**src/rtl/dpi_sched_pkg.sv**
```systemverilog
// Shared definitions for the DPI stream scheduler: stream table geometry,
// FSM state encoding and the saturating counter helper.
package dpi_sched_pkg;

  localparam int NUM_STREAMS = 64;
  localparam int STREAM_ID_W = 6;
  localparam int CNT_W       = 16;

  typedef enum logic [2:0] {
    ST_IDLE   = 3'd0,
    ST_LOAD   = 3'd1,
    ST_SETUP  = 3'd2,
    ST_STREAM = 3'd3,
    ST_DRAIN  = 3'd4,
    ST_COMMIT = 3'd5
  } sched_state_e;

  function automatic logic [CNT_W-1:0] sat_inc(input logic [CNT_W-1:0] v);
    sat_inc = (v == {CNT_W{1'b1}}) ? v : v + 16'd1;
  endfunction

endpackage

```
**src/rtl/dpi_stream_table.sv**
```systemverilog
// Per-stream context: enable-mask table and the "seen" bitmap that tells the
// matchers whether a stream has saved state to restore.
module dpi_stream_table
  import dpi_sched_pkg::*;
#(
  parameter int NUM_RX = 8
) (
  input  logic                   clk,
  input  logic                   rst_n,
  input  logic                   cfg_we,
  input  logic [STREAM_ID_W-1:0] cfg_addr,
  input  logic [NUM_RX-1:0]      cfg_mask,
  input  logic                   cfg_clr,
  input  logic [STREAM_ID_W-1:0] rd_addr,
  output logic [NUM_RX-1:0]      rd_mask,
  output logic                   rd_seen,
  input  logic                   commit,
  input  logic [STREAM_ID_W-1:0] commit_addr
);

  logic [NUM_RX-1:0]      mask_r [NUM_STREAMS];
  logic [NUM_STREAMS-1:0] seen_r;

  // Mask table: all regexes disabled after reset, rewritten by cfg_we at any time.
  always_ff @(posedge clk) begin
    if (!rst_n) begin
      for (int i = 0; i < NUM_STREAMS; i++) begin
        mask_r[i] <= {NUM_RX{1'b0}};
      end
    end else if (cfg_we) begin
      mask_r[cfg_addr] <= cfg_mask;
    end
  end

  // Seen bitmap: the clear is written last so it overrides a same-cycle commit.
  always_ff @(posedge clk) begin
    if (!rst_n) begin
      seen_r <= {NUM_STREAMS{1'b0}};
    end else begin
      if (commit) begin
        seen_r[commit_addr] <= 1'b1;
      end
      if (cfg_clr) begin
        seen_r[cfg_addr] <= 1'b0;
      end
    end
  end

  assign rd_mask = mask_r[rd_addr];
  assign rd_seen = seen_r[rd_addr];

endmodule

```
**src/rtl/dpi_stream_scheduler.sv**
```systemverilog
// Sequences one packet at a time into a bank of regex matchers:
// restore state, settle, stream bytes, drain pipelines, commit.
module dpi_stream_scheduler
  import dpi_sched_pkg::*;
#(
  parameter int NUM_RX       = 8,
  parameter int SETUP_CYCLES = 2,
  parameter int DRAIN_CYCLES = 3
) (
  input  logic                   clk,
  input  logic                   rst_n,
  input  logic                   pkt_vld,
  output logic                   pkt_rdy,
  input  logic [7:0]             pkt_data,
  input  logic                   pkt_sop,
  input  logic                   pkt_eop,
  input  logic [STREAM_ID_W-1:0] pkt_stream_id,
  input  logic                   cfg_we,
  input  logic [STREAM_ID_W-1:0] cfg_addr,
  input  logic [NUM_RX-1:0]      cfg_mask,
  input  logic                   cfg_clr,
  output logic                   load_state,
  output logic                   new_stream_id,
  output logic [STREAM_ID_W-1:0] stream_id,
  output logic [7:0]             char_in,
  output logic                   char_in_vld,
  output logic                   eop,
  output logic [NUM_RX-1:0]      enable,
  output logic                   busy,
  output logic [CNT_W-1:0]       pkt_count,
  output logic [CNT_W-1:0]       proto_err_count
);

  localparam logic [7:0] SETUP_LAST = 8'(SETUP_CYCLES - 1);
  localparam logic [7:0] DRAIN_LAST = 8'(DRAIN_CYCLES - 1);

  sched_state_e           state_r, state_next_s;
  logic [7:0]             cnt_r;
  logic                   first_r;
  logic                   load_state_r, new_stream_id_r, eop_r, busy_r;
  logic [STREAM_ID_W-1:0] stream_id_r;
  logic [NUM_RX-1:0]      enable_r;
  logic [CNT_W-1:0]       pkt_count_r, err_r;
  logic                   pkt_rdy_s, beat_s, start_s, err_inc_s;
  logic [NUM_RX-1:0]      rd_mask_s;
  logic                   rd_seen_s;

  dpi_stream_table #(.NUM_RX(NUM_RX)) u_table (
    .clk         (clk),
    .rst_n       (rst_n),
    .cfg_we      (cfg_we),
    .cfg_addr    (cfg_addr),
    .cfg_mask    (cfg_mask),
    .cfg_clr     (cfg_clr),
    .rd_addr     (pkt_stream_id),
    .rd_mask     (rd_mask_s),
    .rd_seen     (rd_seen_s),
    .commit      (state_r == ST_COMMIT),
    .commit_addr (stream_id_r)
  );

  // Next-state and handshake decode; the sop beat in IDLE is left pending for STREAM.
  always_comb begin
    state_next_s = state_r;
    pkt_rdy_s    = 1'b0;
    case (state_r)
      ST_IDLE: begin
        pkt_rdy_s = !pkt_sop;
        if (pkt_vld && pkt_sop) begin
          state_next_s = ST_LOAD;
        end else begin
          state_next_s = ST_IDLE;
        end
      end
      ST_LOAD: begin
        if (SETUP_CYCLES == 0) begin
          state_next_s = ST_STREAM;
        end else begin
          state_next_s = ST_SETUP;
        end
      end
      ST_SETUP: begin
        if (cnt_r == SETUP_LAST) begin
          state_next_s = ST_STREAM;
        end else begin
          state_next_s = ST_SETUP;
        end
      end
      ST_STREAM: begin
        pkt_rdy_s = 1'b1;
        if (pkt_vld && pkt_eop) begin
          if (DRAIN_CYCLES == 0) begin
            state_next_s = ST_COMMIT;
          end else begin
            state_next_s = ST_DRAIN;
          end
        end else begin
          state_next_s = ST_STREAM;
        end
      end
      ST_DRAIN: begin
        if (cnt_r == DRAIN_LAST) begin
          state_next_s = ST_COMMIT;
        end else begin
          state_next_s = ST_DRAIN;
        end
      end
      ST_COMMIT: state_next_s = ST_IDLE;
      default:   state_next_s = ST_IDLE;
    endcase
  end

  assign beat_s    = pkt_vld && pkt_rdy_s;
  assign start_s   = (state_r == ST_IDLE) && pkt_vld && pkt_sop;
  // Only the first beat of a packet may carry sop; any later sop is a framing error.
  assign err_inc_s = beat_s && ((state_r == ST_IDLE) ||
                                ((state_r == ST_STREAM) && pkt_sop && !first_r));

  // State, phase counter, latched packet context and statistics.
  always_ff @(posedge clk) begin
    if (!rst_n) begin
      state_r         <= ST_IDLE;
      cnt_r           <= 8'd0;
      first_r         <= 1'b0;
      load_state_r    <= 1'b0;
      new_stream_id_r <= 1'b0;
      eop_r           <= 1'b0;
      busy_r          <= 1'b0;
      stream_id_r     <= {STREAM_ID_W{1'b0}};
      enable_r        <= {NUM_RX{1'b0}};
      pkt_count_r     <= 16'd0;
      err_r           <= 16'd0;
    end else begin
      state_r         <= state_next_s;
      cnt_r           <= (state_next_s != state_r) ? 8'd0 : cnt_r + 8'd1;
      load_state_r    <= start_s;
      new_stream_id_r <= start_s && !rd_seen_s;
      eop_r           <= (state_next_s == ST_COMMIT);
      busy_r          <= (state_next_s != ST_IDLE);
      if (start_s) begin
        stream_id_r <= pkt_stream_id;
        enable_r    <= rd_mask_s;
        first_r     <= 1'b1;
      end else if (beat_s && (state_r == ST_STREAM)) begin
        first_r <= 1'b0;
      end
      if (state_r == ST_COMMIT) begin
        pkt_count_r <= pkt_count_r + 16'd1;
      end
      if (err_inc_s) begin
        err_r <= sat_inc(err_r);
      end
    end
  end

  assign pkt_rdy         = rst_n && pkt_rdy_s;
  assign char_in_vld     = (state_r == ST_STREAM) && pkt_vld;
  assign char_in         = char_in_vld ? pkt_data : 8'h00;
  assign load_state      = load_state_r;
  assign new_stream_id   = new_stream_id_r;
  assign eop             = eop_r;
  assign busy            = busy_r;
  assign stream_id       = stream_id_r;
  assign enable          = enable_r;
  assign pkt_count       = pkt_count_r;
  assign proto_err_count = err_r;

endmodule
```
**config.mk**
```make
export PLATFORM = sky130hd
export DESIGN_NAME = dpi_stream_scheduler
export DESIGN_NICKNAME = d
export VERILOG_FILES = /design/src/rtl/dpi_sched_pkg.sv /design/src/rtl/dpi_stream_table.sv /design/src/rtl/dpi_stream_scheduler.sv
export SDC_FILE = /design/constraint.sdc
export NUM_CORES = 1
export LEC_CHECK = 0
export BUFFER_PORTS_ARGS = -buffer_cell sky130_fd_sc_hd__buf_4
export CAP_MARGIN = 20
export CORE_UTILIZATION = 60
export DETAILED_ROUTE_END_ITERATION = 16
export HOLD_SLACK_MARGIN = 0.12
export PLACE_DENSITY_LB_ADDON = 0.08
export SLEW_MARGIN = 15
export SYNTH_ARGS = -nofsm -noshare
export SYNTH_HDL_FRONTEND = slang
export SYNTH_SLANG_ARGS = --single-unit
```
**constraint.sdc**
```tcl
create_clock -name clk -period 6.9 [get_ports clk]
set_clock_uncertainty 0.15 [all_clocks]
set_input_delay 1.38 -clock clk [delete_from_list [all_inputs] [get_ports clk]]
set_output_delay 1.38 -clock clk [all_outputs]
set_load 0.01 [all_outputs]
```
==> impl_metrics.toml <==
[outcome]
status = "finished with violations"
violations = "max-capacitance violations"

[clocking]
postCtsResizedCells = 0
h-tree-depth = 3
cts_buffer_depth = 3
clock_sinks = 638
clk_pin_slew_ns = 0.06
insertion_delay_ns = 0.61
post_cts_buffers = 0
holdBufCountCts = 0
numCtsBuffers = 70
cts_root_buffer = "clkbuf_16"
cts_tree = "built"

[logic_synthesis]
synth-main-ff-cell = "edfxtp_1"
synth-adder-area-share_pct = 0.127
seq_area_frac_synth_pct = 60.3
syn_nets = 2372
synth-compound-area-share_pct = 8.12
synthMuxAreaShare_pct = 9.92
ys_seq_elements = 638
yosysWarnings = 0
netlist_area_sq_um = 29700
yosys.area_share.simple_pct = 17.8
synthArstFlopShare_pct = 0
yosysUniqueCellTypes = 62
synth_edf_count = 512
synth_top_family_by_area = "simple AND/OR/NAND/NOR gates"
syn_inst = 2334
synth_xor_area_share_pct = 0.797
avgSynthCellArea_sq_um = 12.7

[power]
p_leak_nw = 11.5
vdd_ir_drop_max_mv = 0.193
powerDensity_nw_per_um2 = 260

[drt]
vias_per_cell = 6.21
drt_iter0_drc = 2246
wl_microns = 74800
drtAntennaViolNets = 0
vias = 19100
drt_first_pass_iters = 5
drc = 0
routedWlPerCell_microns = 24.4

[grt]
grt_usage_pct = 29.9
grt_pass1_wl_microns = 111000
antenna_found_initial = 3
grt_overflow_total = 0
grt_pass1_vias = 17900
grt_start_max_net_pins = 108

[floorplan]
dieWidth_microns = 224
start_util_pct = 60.7
dieArea_sq_um = 50300
rows = 81
core_sq_um = 48800
die_y_microns = 224
io_pins = 95

[setup_path]
critPathMaxFanout = 46
timing_worst_setup_path_type = "in -> reg"
path_cells = "buf_4 > nand2b_1 > o22ai_1 > a2111oi_0 > nor4_1 > o221ai_1"
cp_data_required_time_ns = 7.25
reg2regPathDepth = 5
worst_setup_path_start_kind = "input pin"
critPathSlowestCell = "a2111oi_0"
endpoint_kind = "register"
arrival_ns = 4.66
cpPeakStageDelay_ns = 1.15

[final_layout]
post-route-util_pct = 67.2
finalNetCount = 2388
syn_to_final_growth_pct = 10.7
multi_input_area_sq_um = 10900
fill_cells = 3490
regArea_sq_um = 17900
insertedDiodeCount = 0
drive_above_1_share_pct = 15.6

[timing]
drv_slew = 0
max_freq_mhz = 232
setup_tns_ns = 0
min_period_ns = 4.31
rsz0062_at_grt = "no"
setup_violations = 0
fin_crit_sh_pct = 62.5
slew_headroom_pct = 1.51
worst_slew_pin_slew_ns = 1.44
hold_viol = 0

[hold_path]
hp-class = "reg -> reg"
whs_path_depth = 2

[place]
gp_congestion = 0.862
dp_hpwl_microns = 47300
numPortBuffers = 94

[flow_run]
max_cap_violations = 1
[report_power, final]
part           total [mW]  internal (mW)  switching (mW)  leakage [nW]
clock                3.58           2.08            1.50          1.07
combinational       0.567          0.202           0.365          4.58
sequential           4.40           4.32          0.0799          5.88
total                8.55           6.60            1.95          11.5
[worst max-delay path: cells and delay by family]
family,cells,cell delay [ns]
and+or+nand+nor,2,0.95
buffers and inverters,1,0.65
AOI/OAI and AO/OA,3,1.62
[cell usage after synthesis, types with 4 or more instances]
master | number | area (sq um)
a21boi_0 | 12 | 90.1
o211ai_1 | 5 | 37.5
buf_2 | 23 | 115
or2_1 | 5 | 31.3
a21oi_1 | 66 | 330
xnor2_1 | 17 | 149
nor2_1 | 148 | 556
mux2i_1 | 69 | 691
dfxtp_1 | 126 | 2520
nor2b_1 | 40 | 250
buf_1 | 15 | 56.3
edfxtp_1 | 512 | 15400
a2111oi_0 | 32 | 280
or3_1 | 9 | 56.3
a211oi_1 | 32 | 240
and3b_1 | 4 | 35.0
and2_1 | 533 | 3330
o22ai_1 | 16 | 100
inv_1 | 5 | 18.8
mux4_2 | 84 | 1890
and3_1 | 16 | 100
o21ai_0 | 138 | 691
or2_2 | 11 | 68.8
xor2_1 | 10 | 87.6
nand3b_1 | 6 | 45.0
nand4_1 | 11 | 68.8
nand2_1 | 39 | 146
buf_4 | 16 | 120
nor3b_1 | 10 | 75.1
nor3_1 | 6 | 30.0
a22o_1 | 48 | 420
clkbuf_1 | 137 | 514
nand2b_1 | 8 | 50.1
o221ai_1 | 8 | 70.1
nand3_1 | 25 | 125
mux2_2 | 32 | 360
nor4_1 | 21 | 131
[layout by cell type (no fill, tap or decap), types with 31 or more instances in the layout]
| cell type | synthesis | layout |
|---|---|---|
| mux2_2 | 32 | 32 |
| mux4_2 | 84 | 84 |
| a22o_1 | 48 | 48 |
| dfxtp_1 | 126 | 126 |
| mux2i_1 | 69 | 69 |
| nand2_1 | 39 | 39 |
| a211oi_1 | 32 | 32 |
| edfxtp_1 | 512 | 512 |
| nor2_1 | 148 | 147 |
| clkbuf_16 | 0 | 73 |
| o21ai_1 | 2 | 33 |
| buf_4 | 16 | 116 |
| a21oi_1 | 66 | 66 |
| o21ai_0 | 138 | 107 |
| and2_1 | 533 | 533 |
| a2111oi_0 | 32 | 31 |
| nor2b_1 | 40 | 40 |
[stage by stage]
step,area (sq um),hold WS (ns),std cells,power (mW),worst slack (ns)
floorplan,29700,0.296,2334,4.81,3.12
global placement,30500,0.306,2920,5.02,2.25
detailed placement,30600,0.315,2928,5.03,2.16
CTS,32800,0.330,3057,8.57,2.79
global route,32800,0.343,3071,8.77,2.62
finish,32800,0.329,3071,8.55,2.59
[final cells by class]
cell class	instances	area share (%)
flip-flops and latches	638	54.5
well taps	664	2.53
clock inverters	28	0.613
multi-input cells	1497	33.2
repair buffers	138	3.06
clock buffers	101	6.03
inverters	5	0.0571
[kinds of logic after synthesis]
group,count (synthesis)
fa+ha+maj,3
buf+inv,199
flops,638
compound gates,371
mux,185
simple gates,911
xor+xnor,27
[final timing paths]
check	startpoint	to	slack [ns]
worst max-delay path	pkt_stream_id[0]	enable[4]	2.59
worst min-delay path	u_table.seen_r[18]	u_table.seen_r[18]	0.33
worst max register to register	u_table.mask_r[33][4]	enable[4]	4.38
worst min register to register	u_table.seen_r[18]	u_table.seen_r[18]	0.33
[sequential cells by signal, indices dropped and copies added (netlist names)]
signal           count
u_table.mask_r     512
u_table.seen_r      64
pkt_count           16
proto_err_count     16
cnt_r                8
enable               8
stream_id            6
state_r              3
busy                 1
eop                  1
first_r              1
load_state           1
new_stream_id        1
[routing by layer]
| layer | wire length (microns) | up-vias | GRT usage [%] |
|---|---|---|---|
| met5 | 40 | - | 0 |
| li1 | - | 8563 | - |
| met3 | 7280 | 126 | 6.21 |
| met2 | 35200 | 927 | 46.8 |
| met1 | 30500 | 9449 | 42.0 |
| met4 | 1870 | 6 | 9.68 |
(Power assumes the default switching activity.)
